==> config.mk <==
export PLATFORM = sky130hd
export DESIGN_NAME = ps2_game_menu_ctrl_flat
export DESIGN_NICKNAME = d
export VERILOG_FILES = /design/src/rtl/ps2_game_menu_if.sv /design/src/rtl/ps2_game_menu_ctrl.sv /design/src/flat_wrapper.sv
export SDC_FILE = /design/constraint.sdc
export NUM_CORES = 1
export LEC_CHECK = 0
export ABC_CLOCK_PERIOD_IN_PS = 2000
export BUFFER_PORTS_ARGS = -buffer_cell sky130_fd_sc_hd__buf_2
export CORE_MARGIN = 2
export CORE_UTILIZATION = 54
export DETAILED_ROUTE_END_ITERATION = 10
export PLACE_DENSITY_LB_ADDON = 0.1
export REMOVE_ABC_BUFFERS = 1
export SLEW_MARGIN = 20
export SYNTH_ARGS = -nofsm -noshare
export SYNTH_HDL_FRONTEND = slang
export SYNTH_SLANG_ARGS = --single-unit
==> constraint.sdc <==
create_clock -name CLOCK_50 -period 2 [get_ports CLOCK_50]
set_clock_uncertainty 0.05 [all_clocks]
set_input_delay 0.4 -clock CLOCK_50 [delete_from_list [all_inputs] [get_ports CLOCK_50]]
set_output_delay 0.4 -clock CLOCK_50 [all_outputs]
set_load 0.01 [all_outputs]
==> src/rtl/ps2_game_menu_if.sv <==
// ps2_game_menu_if: keyboard byte stream in, menu/game status out
interface ps2_game_menu_if;
  logic [7:0] key_data;
  logic       key_valid;
  logic [2:0] state_code;
  logic [3:0] speed;
  logic [3:0] difficulty;
  logic [7:0] time_left;
  logic       game_active;
  logic       game_over_pulse;
  modport master (output key_data, key_valid,
                  input state_code, speed, difficulty, time_left, game_active, game_over_pulse);
  modport slave  (input key_data, key_valid,
                  output state_code, speed, difficulty, time_left, game_active, game_over_pulse);
endinterface

==> src/rtl/ps2_game_menu_ctrl.sv <==
// ps2_game_menu_ctrl: PS/2 driven speed/difficulty menu with a ticking game timer
module ps2_game_menu_ctrl #(
  parameter int NUM_LEVELS   = 3,
  parameter int GAME_SECONDS = 60,
  parameter int TICK_CYCLES  = 50000000
) (
  input logic             CLOCK_50,
  input logic             resetn,
  ps2_game_menu_if.slave  bus
);
  localparam int TW = $clog2(TICK_CYCLES);
  localparam logic [3:0]    MAX_D    = 4'(NUM_LEVELS);
  localparam logic [7:0]    SECS     = 8'(GAME_SECONDS);
  localparam logic [TW-1:0] TICK_MAX = TW'(TICK_CYCLES - 1);
  localparam logic [2:0] SEL_SPEED = 3'd0, SPEED_REL = 3'd1, SEL_DIFF = 3'd2, DIFF_REL = 3'd3,
                         READY = 3'd4, PLAYING = 3'd5, GAME_OVER = 3'd6;
  logic [2:0]    state_q, state_d;
  logic [3:0]    speed_q, speed_d, diff_q, diff_d;
  logic [7:0]    time_q, time_d, code_q, code_d;
  logic [TW-1:0] tick_q, tick_d;
  logic          brk_q, brk_d, ext_q, ext_d, gop_q, gop_d;
  logic          is_f0, is_e0, ev, mk, bk, dv, esc, space, wrap;
  logic [3:0]    d;
  function automatic logic [3:0] digit_of(input logic [7:0] b);
    case (b)
      8'h16: digit_of = 4'd1;
      8'h1E: digit_of = 4'd2;
      8'h26: digit_of = 4'd3;
      8'h25: digit_of = 4'd4;
      8'h2E: digit_of = 4'd5;
      8'h36: digit_of = 4'd6;
      8'h3D: digit_of = 4'd7;
      8'h3E: digit_of = 4'd8;
      8'h46: digit_of = 4'd9;
      default: digit_of = 4'd0;
    endcase
  endfunction
  // Prefix tracking: F0/E0 arm flags, any other byte is an event that consumes them
  always_comb begin
    is_f0 = bus.key_valid && bus.key_data == 8'hF0;
    is_e0 = bus.key_valid && bus.key_data == 8'hE0;
    ev    = bus.key_valid && !is_f0 && !is_e0;
    brk_d = ev ? 1'b0 : (brk_q | is_f0);
    ext_d = ev ? 1'b0 : (ext_q | is_e0);
    mk    = ev && !brk_q && !ext_q;
    bk    = ev && brk_q && !ext_q;
    d     = digit_of(bus.key_data);
    dv    = d != 4'd0 && d <= MAX_D;
    esc   = mk && bus.key_data == 8'h76;
    space = mk && bus.key_data == 8'h29;
    wrap  = tick_q == TICK_MAX;
  end
  // Menu/game FSM; Esc overrides everything, timer runs every cycle while playing
  always_comb begin
    state_d = state_q;
    speed_d = speed_q;
    diff_d  = diff_q;
    time_d  = time_q;
    tick_d  = tick_q;
    code_d  = code_q;
    if (esc) begin
      state_d = SEL_SPEED;
      speed_d = '0;
      diff_d  = '0;
      time_d  = '0;
      tick_d  = '0;
      code_d  = '0;
    end else begin
      case (state_q)
        SEL_SPEED: if (mk && dv) begin
          speed_d = d;
          code_d  = bus.key_data;
          state_d = SPEED_REL;
        end
        SPEED_REL: if (bk && bus.key_data == code_q) state_d = SEL_DIFF;
        SEL_DIFF: if (mk && dv) begin
          diff_d  = d;
          code_d  = bus.key_data;
          state_d = DIFF_REL;
        end
        DIFF_REL: if (bk && bus.key_data == code_q) state_d = READY;
        READY: if (space) begin
          state_d = PLAYING;
          time_d  = SECS;
          tick_d  = '0;
        end
        PLAYING: begin
          tick_d  = wrap ? '0 : tick_q + 1'b1;
          time_d  = wrap ? time_q - 8'd1 : time_q;
          state_d = (wrap && time_q == 8'd1) ? GAME_OVER : PLAYING;
        end
        GAME_OVER: if (space) begin
          state_d = SEL_SPEED;
          speed_d = '0;
          diff_d  = '0;
        end
        default: state_d = SEL_SPEED;
      endcase
    end
    gop_d = state_d == GAME_OVER && state_q != GAME_OVER;
  end
  // State registers with asynchronous clear
  always_ff @(posedge CLOCK_50 or negedge resetn) begin
    if (!resetn) begin
      state_q <= SEL_SPEED;
      speed_q <= '0;
      diff_q  <= '0;
      time_q  <= '0;
      tick_q  <= '0;
      code_q  <= '0;
      brk_q   <= 1'b0;
      ext_q   <= 1'b0;
      gop_q   <= 1'b0;
    end else begin
      state_q <= state_d;
      speed_q <= speed_d;
      diff_q  <= diff_d;
      time_q  <= time_d;
      tick_q  <= tick_d;
      code_q  <= code_d;
      brk_q   <= brk_d;
      ext_q   <= ext_d;
      gop_q   <= gop_d;
    end
  end
  assign bus.state_code      = state_q;
  assign bus.speed           = speed_q;
  assign bus.difficulty      = diff_q;
  assign bus.time_left       = time_q;
  assign bus.game_active     = state_q == PLAYING;
  assign bus.game_over_pulse = gop_q;
endmodule
==> src/flat_wrapper.sv <==
// flat-port wrapper written by rule: the top's interface ports become plain ports
module ps2_game_menu_ctrl_flat 
#(
  parameter int NUM_LEVELS   = 3,
  parameter int GAME_SECONDS = 60,
  parameter int TICK_CYCLES  = 50000000
)
  (CLOCK_50, resetn, bus_key_data, bus_key_valid, bus_state_code, bus_speed, bus_difficulty, bus_time_left, bus_game_active, bus_game_over_pulse);
  ps2_game_menu_if bus_i ();
  input logic CLOCK_50;
  input logic resetn;
  input wire logic [$bits(bus_i.key_data)-1:0] bus_key_data;
  input wire logic [$bits(bus_i.key_valid)-1:0] bus_key_valid;
  output wire logic [$bits(bus_i.state_code)-1:0] bus_state_code;
  output wire logic [$bits(bus_i.speed)-1:0] bus_speed;
  output wire logic [$bits(bus_i.difficulty)-1:0] bus_difficulty;
  output wire logic [$bits(bus_i.time_left)-1:0] bus_time_left;
  output wire logic [$bits(bus_i.game_active)-1:0] bus_game_active;
  output wire logic [$bits(bus_i.game_over_pulse)-1:0] bus_game_over_pulse;
  assign bus_i.key_data = bus_key_data;
  assign bus_i.key_valid = bus_key_valid;
  assign bus_state_code = bus_i.state_code;
  assign bus_speed = bus_i.speed;
  assign bus_difficulty = bus_i.difficulty;
  assign bus_time_left = bus_i.time_left;
  assign bus_game_active = bus_i.game_active;
  assign bus_game_over_pulse = bus_i.game_over_pulse;
  ps2_game_menu_ctrl #(.NUM_LEVELS(NUM_LEVELS), .GAME_SECONDS(GAME_SECONDS), .TICK_CYCLES(TICK_CYCLES)) u_core (.CLOCK_50(CLOCK_50), .resetn(resetn), .bus(bus_i));
endmodule
==> reports/qor.yml <==
crit_arrival_ps: 2220
rsz0062_at_grt: "yes"
failed_checks: "negative setup slack"
via_count: 3513
cts_buffer_depth: 2
synth_edf_count: 0
die_h_um: 86.8
tightest_slew_ps: 763
htreeDepth: 2
drc_errors: 0
rows: 30
fin_crit_ps: 2090
clk_latency_ps: 310
tns_ps: -1090
synthAdderAreaFrac: 0.0101
worstSetupPathType: "reg2reg"
initial_core_util: 0.551
finalWorstSetupSlack_ps: -85.4
drive_above_1_share: 0.339
hold_violations: 0
overflow: 0
drtAntennaViolNets: 0
synthMuxAreaShare: 0.0625
cp-start-kind: "register"
diodes: 0
synthCells: 400
yosysWarnings: 0
ys_seq_area_frac: 0.379
synth_top_area_frac: 0.379
place_congestion: 0.886
grt_first_pass_wirelength_um: 15800
synth_top_area_cell: "dfrtp_1"
synth_area_um2: 3700
max_stage_delay_ps: 550
cts_tree: "done"
slew_viol_final: 0
numPortBuffers: 31
place_ws_ps: -227
synth_top_family_by_area: "simple AND/OR/NAND/NOR gates"
antenna_found_initial: 0
synth_compound_area_frac: 0.183
total_power_mw: 2.14
dr.pass1.iters: 5
first_global_vias: 3367
post-route-util: 0.709
period_share: 1.04
nets: 511
hpwl_um: 6960
dieArea_um2: 7530
timing.fmax_mhz: 480
numCtsBuffers: 5
cts_sinks: 56
drv_cap: 0
drtIter0Drc: 242
run_status: "complete, but fails checks"
ys_ff_latch: 56
ys_types: 67
grt_max_degree: 57
required_ps: 2140
syn_to_final_growth_pct: 28.8
fill_cells: 547
hold_buffers: 0
core_area_um2: 6720
leakagePower_nw: 2.11
io_pins: 32
power_per_cell_area_nw_per_um2: 449
wl_per_cell_um: 16.7
synth_area_leaders: "dfrtp_1, nand3_1, mux2i_1"
synth-xor-area-share: 0.0213
viasPerCell: 6.08
whs_ps: 11.0
setup_violations: 30
yosys.area_share.simple: 0.293
cp_cell_sequence: "or4_4, nor4_4, nand3_2, o41ai_2, a31oi_1"
cp_slowest_cell: "or4_4"
grt_usage: 0.264
hp-class: "in2async"
worstSetupEndpointType: "register"
synth_area_per_cell_um2: 9.25
cts_root_buf: "clkbuf_8"
drt-total-wl_um: 9640
async_flop_share: 1.00
clkTransAtPathRegs_ps: 100
synthFlopType: "dfrtp_1"
vdd_drop_max_v: 0.000416
cp_max_fo: 4
die_x_um: 86.8
relSlewSlack: 0.486
## power breakdown
part / switching [mW] / total, mW / internal [mW]
clock: 0.378 / 0.749 / 0.371
sequential: 0.00953 / 1.15 / 1.14
combinational: 0.132 / 0.238 / 0.106
## placed cells by master (no fill, tap or decap), types with 3 or more instances in the layout
| master | count |
|---|---|
| o211ai_1 | 3 |
| a211oi_1 | 8 |
| mux2i_1 | 22 |
| o21ai_0 | 11 |
| nand3b_1 | 21 |
| buf_4 | 78 |
| a21o_1 | 3 |
| and4_1 | 3 |
| nor3_1 | 5 |
| buf_2 | 31 |
| a21oi_2 | 4 |
| a31oi_1 | 8 |
| nand3_1 | 44 |
| inv_1 | 12 |
| nand4_1 | 15 |
| nor3b_1 | 6 |
| ha_1 | 3 |
| and3_1 | 3 |
| a21oi_1 | 22 |
| buf_12 | 4 |
| nand2b_1 | 3 |
| xnor2_1 | 8 |
| nor3_2 | 3 |
| nor2_1 | 15 |
| nor2b_1 | 4 |
| dfrtp_1 | 56 |
| nand2_1 | 24 |
| clkbuf_8 | 5 |
| nor4_1 | 4 |
| or3_1 | 3 |
| buf_6 | 3 |
| or4_4 | 3 |
## final cells by class
cell class	count	area [µm²]	share of cell area
Clock buffer	5	68.8	0.0144
Tap cell	80	100	0.0210
Clock inverter	3	42.5	0.00893
Timing Repair Buffer	116	855	0.179
Inverter	13	51.3	0.0108
Sequential cell	56	1400	0.294
Multi-Input combinational cell	305	2250	0.472
## worst max-delay path: cells and delay by family (launching register included)
| family | cells | cell delay (ps) |
|---|---|---|
| flops | 1 | 390 |
| compound gates | 2 | 460 |
| simple gates | 3 | 1050 |
## kinds of logic after synthesis
kind of cell,Yosys count
buf+inv,39
compound gates,91
fa+ha+maj,3
flops,56
xor+xnor,9
simple gates,179
mux,23
## Yosys cell counts (4+ instances only)
cell      number
dfrtp_1       56
nand3_1       45
a21oi_1       26
nand2_1       25
mux2i_1       22
nand3b_1      21
nor2_1        17
nand4_1       15
inv_1         13
o21ai_0       12
a211oi_1      10
buf_2         10
clkbuf_1      10
a31oi_1        9
xnor2_1        8
nor3_1         7
nor3b_1        6
nor4_1         5
buf_6          4
nor2b_1        4
## flip-flops by register name (all words and copies together) (netlist names)
name,count
u_core.brk_q,1
u_core.bus.difficulty,4
u_core.bus.game_over_pulse,1
u_core.bus.speed,4
u_core.bus.state_code,3
u_core.bus.time_left,8
u_core.code_q,8
u_core.ext_q,1
u_core.tick_q,26
## stage by stage
| step | cells | area (µm²) |
|---|---|---|
| 2_1_floorplan | 374 | 3560 |
| 3_3_place_gp | 562 | 4440 |
| 3_5_place_dp | 562 | 4440 |
| 4_1_cts | 572 | 4600 |
| 5_1_grt | 578 | 4770 |
| 6_report | 578 | 4770 |
## what timing repair did
action	CTS	global route
endpoints found under the setup margin	33	37
gates resized for setup	7	27
endpoints found under the hold margin	0	0
buffers inserted	3	6
gates cloned	0	0
pin swaps	8	14
## routing by layer
layer | routed length (µm) | vias up | track usage
met5 | 0 | - | 0
met4 | 129 | 0 | 0.0668
met3 | 278 | 10 | 0.0333
met2 | 4920 | 72 | 0.458
met1 | 4310 | 1722 | 0.347
li1 | - | 1709 | -
## final timing paths
| kind | start | endpoint | slack [ps] | depth (start not counted) |
|---|---|---|---|---|
| max | u_core.tick_q[10] | u_core.bus.time_left[6] | -90 | 5 |
| min | resetn | u_core.ext_q | 10 | 2 |
| max reg2reg | u_core.tick_q[10] | u_core.bus.time_left[6] | -90 | 5 |
| min reg2reg | u_core.bus.difficulty[3] | u_core.bus.difficulty[3] | 440 | 2 |
| max in group asynchronous | resetn | u_core.tick_q[22] | 1620 | 2 |
| min in group CLOCK_50 | bus_key_data[4] | u_core.brk_q | 350 | 3 |
Note: power is estimated with default switching activity, not from simulation.
